### src/rtl/m72_pic.sv
// rtl/m72_pic.sv - 8259A-compatible interrupt controller subset for the M72 main CPU
module m72_pic #(
  parameter int NUM_IRQ = 8
) (
  input  logic        CLK_32M,
  input  logic        reset_n,
  input  logic        CS,
  input  logic        WR,
  input  logic        RD,
  input  logic        A0,
  input  logic [7:0]  DIN,
  output logic [15:0] DOUT,
  output logic        DOUT_VALID,
  input  logic [7:0]  IRQ_IN,
  output logic        INT_REQ,
  input  logic        INT_ACK
);

  localparam logic [8:0] FULL = (9'd1 << NUM_IRQ) - 9'd1;
  localparam logic [7:0] IMPL = FULL[7:0];

  typedef enum logic [2:0] {S_UNINIT, S_ICW2, S_ICW3, S_ICW4, S_READY} state_t;

  state_t      state, state_nx;
  logic [7:0]  irq_q, irr, isr, imr, vec;
  logic [7:0]  irr_nx, isr_nx, pend, vec_now;
  logic [4:0]  base;
  logic        aeoi, rsel, sngl, ic4, wr_q, ack_q, int_req;
  logic        wr_start, ack_start, icw1, a1_wr, ocw1, ocw2, ocw3;
  logic [2:0]  p, isr_lo;
  logic        p_valid, isr_any, qual;

  assign wr_start  = CS & WR & ~wr_q;
  assign ack_start = INT_ACK & ~ack_q;
  assign icw1      = wr_start & ~A0 & DIN[4];
  assign a1_wr     = wr_start & A0;
  assign ocw1      = a1_wr && (state == S_READY);
  assign ocw2      = wr_start && !A0 && (DIN[4:3] == 2'b00) && (state == S_READY);
  assign ocw3      = wr_start && !A0 && (DIN[4:3] == 2'b01) && (state == S_READY);
  assign INT_REQ   = int_req;

  // Fixed priority: lowest-numbered pending level must beat every in-service level.
  always_comb begin
    pend    = irr & ~imr & IMPL;
    p       = 3'd7;
    p_valid = 1'b0;
    isr_lo  = 3'd7;
    isr_any = 1'b0;
    for (int i = 7; i >= 0; i--) begin
      if (pend[i]) begin
        p       = 3'(i);
        p_valid = 1'b1;
      end
      if (isr[i]) begin
        isr_lo  = 3'(i);
        isr_any = 1'b1;
      end
    end
    qual    = p_valid && (!isr_any || (p < isr_lo)) && (state == S_READY);
    vec_now = {base, qual ? p : 3'd7};
  end

  always_comb begin
    state_nx = state;
    if (icw1) begin
      state_nx = S_ICW2;
    end else if (a1_wr) begin
      case (state)
        S_ICW2:  state_nx = !sngl ? S_ICW3 : (ic4 ? S_ICW4 : S_READY);
        S_ICW3:  state_nx = ic4 ? S_ICW4 : S_READY;
        S_ICW4:  state_nx = S_READY;
        default: state_nx = state;
      endcase
    end
  end

  // A fresh request edge wins over the acknowledge clear on the same level.
  always_comb begin
    irr_nx = irr;
    isr_nx = isr;
    if (ack_start && qual) begin
      irr_nx[p] = 1'b0;
      if (!aeoi) isr_nx[p] = 1'b1;
    end
    irr_nx = (irr_nx | (IRQ_IN & ~irq_q)) & IMPL;
    if (ocw2 && (DIN[7:5] == 3'b001) && isr_any) isr_nx[isr_lo] = 1'b0;
    if (ocw2 && (DIN[7:5] == 3'b011)) isr_nx[DIN[2:0]] = 1'b0;
    if (icw1) isr_nx = 8'h00;
    isr_nx = isr_nx & IMPL;
  end

  always_ff @(posedge CLK_32M) begin
    if (!reset_n) begin
      state   <= S_UNINIT;
      irq_q   <= 8'h00;
      irr     <= 8'h00;
      isr     <= 8'h00;
      imr     <= 8'hFF;
      vec     <= 8'h00;
      base    <= 5'd0;
      aeoi    <= 1'b0;
      rsel    <= 1'b0;
      sngl    <= 1'b0;
      ic4     <= 1'b0;
      wr_q    <= 1'b0;
      ack_q   <= 1'b0;
      int_req <= 1'b0;
    end else begin
      state   <= state_nx;
      irq_q   <= IRQ_IN;
      wr_q    <= CS & WR;
      ack_q   <= INT_ACK;
      int_req <= qual;
      irr     <= irr_nx;
      isr     <= isr_nx;
      if (icw1) begin
        imr  <= 8'h00;
        rsel <= 1'b0;
        sngl <= DIN[1];
        ic4  <= DIN[0];
      end
      if (a1_wr && (state == S_ICW2)) base <= DIN[7:3];
      if (a1_wr && (state == S_ICW4)) aeoi <= DIN[1];
      if (ocw1) imr <= DIN;
      if (ocw3 && DIN[1]) rsel <= DIN[0];
      if (ack_start) vec <= vec_now;
    end
  end

  // The vector is live from the first ack cycle, then held stable until INT_ACK falls.
  always_comb begin
    DOUT       = 16'h0000;
    DOUT_VALID = 1'b0;
    if (INT_ACK) begin
      DOUT_VALID = 1'b1;
      DOUT       = {8'h00, ack_q ? vec : vec_now};
    end else if (CS && RD) begin
      DOUT_VALID = 1'b1;
      DOUT       = {8'h00, A0 ? (imr & IMPL) : (rsel ? isr : irr)};
    end
  end

endmodule

### config.mk
export PLATFORM = sky130hd
export DESIGN_NAME = m72_pic
export DESIGN_NICKNAME = d
export VERILOG_FILES = /design/src/rtl/m72_pic.sv
export SDC_FILE = /design/constraint.sdc
export NUM_CORES = 1
export LEC_CHECK = 0
export ABC_AREA = 1
export CAP_MARGIN = 25
export CORE_MARGIN = 2
export CORE_UTILIZATION = 49
export CTS_BUF_LIST = sky130_fd_sc_hd__clkbuf_16
export CTS_CLUSTER_SIZE = 16
export DETAILED_ROUTE_END_ITERATION = 7
export PLACE_DENSITY = 0.75
export SKIP_CTS_REPAIR_TIMING = 1
export SLEW_MARGIN = 0
export SYNTH_ARGS = -nofsm -noshare
export SYNTH_HDL_FRONTEND = slang
export SYNTH_SLANG_ARGS = --single-unit
### constraint.sdc
create_clock -name CLK_32M -period 2.2 [get_ports CLK_32M]
set_input_delay 0.55 -clock CLK_32M [delete_from_list [all_inputs] [get_ports CLK_32M]]
set_output_delay 0.55 -clock CLK_32M [all_outputs]
set_load 0.05 [all_outputs]
==> results.toml <==
[pwr]
pwr-share-seq = 0.440
clock_power_share = 0.382
power.net_switching_uw = 636
leakage_uw = 0.00197
combPwrFrac = 0.178
power.density_cell_area_nw_per_um2 = 565
sw_frac_of_total = 0.266
power_total_uw = 2390
ir_drop_uv = 487
intPower_uw = 1750

[finish]
layout_cell_share_with_drive_strength_beyond_1 = 0.294
antenna_cells = 0
final_cell_mix = "99 x sky130_fd_sc_hd__nand2_1, 58 x sky130_fd_sc_hd__buf_4, 50 x sky130_fd_sc_hd__dfxtp_1"
final_common_cell = "sky130_fd_sc_hd__nand2_1"
num-nets-final = 546
syn2layout_area_growth_pct = 41.7
utilization_after_layout = 0.718

[logic_synthesis]
syn-mean-instance-area_um2 = 6.86
ys.flop_type = "sky130_fd_sc_hd__dfxtp_1"
syn-instance-count = 435
synth.ff_latch_count = 55
synth_cell_type_count = 38
post-synth-top-area-cell = "sky130_fd_sc_hd__dfxtp_1"
netlist_area_um2 = 2980
synth-async-reset-ratio = 0
yosysTopAreaCellShare = 0.369
synthesis.yosys.warnings = 0
synth.top_cells.by_area = "sky130_fd_sc_hd__dfxtp_1 37%, sky130_fd_sc_hd__nand2_1 14%, sky130_fd_sc_hd__inv_1 7.0%, sky130_fd_sc_hd__a21oi_1 5.5%, sky130_fd_sc_hd__nor2_1 5.0%"
count_of_flip_flops_with_a_built_in_enable_after_synthesis = 0
synth.yosys.seq_area_share = 0.369

[setup_path]
cp.buffers_inverters = 6
endpoint_kind = "output pin"
crit_type = "flip-flop to output pin"
max_stage_delay_ps = 330
timing.critical_path.arrival_ps = 2020
worst_r2r_setup_slack_ps = 110
critical_path.startpoint_type = "flip-flop"
critical-path-top-delay-family = "simple AND/OR/NAND/NOR gates"
crit_path_max_fanout = 3
required_ps = 1650
crit_path_cell_trace = "inv_2 > nand2_2 > nand2_2 > inv_4 > nand2_4 > inv_4 > ha_4 > inv_2 > o21bai_1 > inv_1 > nand2_2 > nand2_4 > nand2_4 > o21ai_4 > nand3_4 > buf_12"
crit_slowest_cell = "sky130_fd_sc_hd__dfxtp_2"

[clocking]
cts_tree = "done"
insertion_delay_ps = 300
clock-sinks = 55
clock_tree_root_driver_cell = "sky130_fd_sc_hd__clkbuf_16"
htree_levels = 2
cts_max_path_buffers = 2
worst_setup_hold_path_clk_slew_ps = 80
numCtsBuffers = 5

[route]
totalWireLength_um = 8600
avgViaCountPerCell = 5.22
drc_errors = 0
dr_iter_0_viols = 209
ant_nets = 0
drt_pre_antenna_iters = 5
routed_wire_length_per_instance_um = 14.4
dr_total_vias = 3124

[timing]
worstMarginPinSlew_ps = 591
finalWorstSetupSlack_ps = -370
finalCriticalPeriod_ps = 2570
setup_repair_after_global_routing_missed_its_margin = "yes"
timing.max_slew.rel_slack = 0.604
timing_hold_violations_final = 0
finClkSkew_ps = 11.2
layout_worst_path_cycle_share = 1.17
final_max_slew_viol_count = 0
max_clock_freq_mhz = 389
report.final.setup_viol = 3

[global_routing]
grt_pass1_vias = 2826
global_route.overflow_total = 0
maximum_number_of_pins_on_one_net_before_global_route_repair = 19
grt_antenna_before_repair = 0
grt_first_pass_wirelength_um = 13300
groute.usage.overall = 0.263

[status]
outcome = "finished with violations"
failed_checks = "negative setup slack"

[die]
die_x_um = 82.0
design.die.area_um2 = 6730
initial_core_util = 0.507
chipHeight_um = 82.0
number_of_i_o_pins = 41
fp-row-count = 28
core_um2 = 5890

[place]
port_buffers = 32
dp_hpwl_um = 6590
globalplace.congestion = 0.887

[flow_run]
maxCapViolCount = 0

[min_path]
hold_class = "flip-flop to flip-flop"
## kinds of logic (layout without fill, tap and decap cells)
logic type      count (synthesis)  after routing  share of synthesized area
buf+inv                        81            162                      0.115
flops                          55             55                      0.369
other cells                     1              8                    0.00126
simple gates                  210            210                      0.324
fa+ha+maj                       1              1                    0.00419
mux                             1              1                    0.00377
compound gates                 86             86                      0.183
## layout make-up
cell class,count,area [µm²]
Fill cell,471,1660
Tap cell,75,93.8
Clock buffer,5,125
Inverter,62,243
Multi-Input combinational cell,306,1730
Timing Repair Buffer,92,890
Sequential cell,55,1110
Clock inverter,3,42.5
## cell usage after synthesis, types with 4 or more instances
master and count:
sky130_fd_sc_hd__nor2_1 40, sky130_fd_sc_hd__a221o_1 8, sky130_fd_sc_hd__clkbuf_1 9, sky130_fd_sc_hd__a21oi_1 33, sky130_fd_sc_hd__nand2_1 108, sky130_fd_sc_hd__inv_2 5
sky130_fd_sc_hd__nor2_2 4, sky130_fd_sc_hd__or2_2 5, sky130_fd_sc_hd__nand3_1 25, sky130_fd_sc_hd__nand2_2 8, sky130_fd_sc_hd__nor3_1 7, sky130_fd_sc_hd__dfxtp_1 55
sky130_fd_sc_hd__inv_1 56, sky130_fd_sc_hd__buf_4 8, sky130_fd_sc_hd__a21oi_2 6, sky130_fd_sc_hd__o21ai_0 25
## power groups by stage
stage	logic, µW	registers (µW)	clock network, µW
after global placement	404	1070	0
after global routing	456	1060	957
after floorplan	236	1070	0
after CTS	411	1050	915
final	424	1050	913
after detailed placement	408	1070	0
## stage by stage
step | setup slack, ps | hold slack [ps] | area (µm²) | setup TNS [ps] | std cells
final | -370 | 433 | 4230 | -1040 | 598
after detailed placement | -346 | 424 | 3940 | -6150 | 586
after floorplan | -40.3 | 399 | 3100 | -84.9 | 442
after global placement | -222 | 403 | 3940 | -4280 | 586
after global routing | -470 | 462 | 4230 | -1380 | 598
after CTS | -478 | 434 | 4110 | -2410 | 594
## registers in the layout, summed over array words and instances, names as in the netlist
register / flops
imr: 8
irq_q: 8
irr: 8
isr: 8
vec: 8
base: 5
state: 3
INT_REQ: 1
ack_q: 1
aeoi: 1
ic4: 1
rsel: 1
sngl: 1
wr_q: 1
## metal layers
metal,track usage,wire length [µm]
met4,0.0783,123
met5,0,0
met3,0.0418,455
met2,0.440,4230
met1,0.349,3800
## final timing paths
path | from | end | cells after the start
min | irq_q[7]$_SDFF_PN0_ | irr[7]$_SDFF_PN0_ | 1
min reg2reg | irq_q[7]$_SDFF_PN0_ | irr[7]$_SDFF_PN0_ | 1
max reg2reg | imr[2]$_SDFFE_PN1P_ | isr[2]$_SDFF_PP0_ | 19
max | imr[2]$_SDFFE_PN1P_ | DOUT[2] | 16
(Power assumes the default switching activity.)
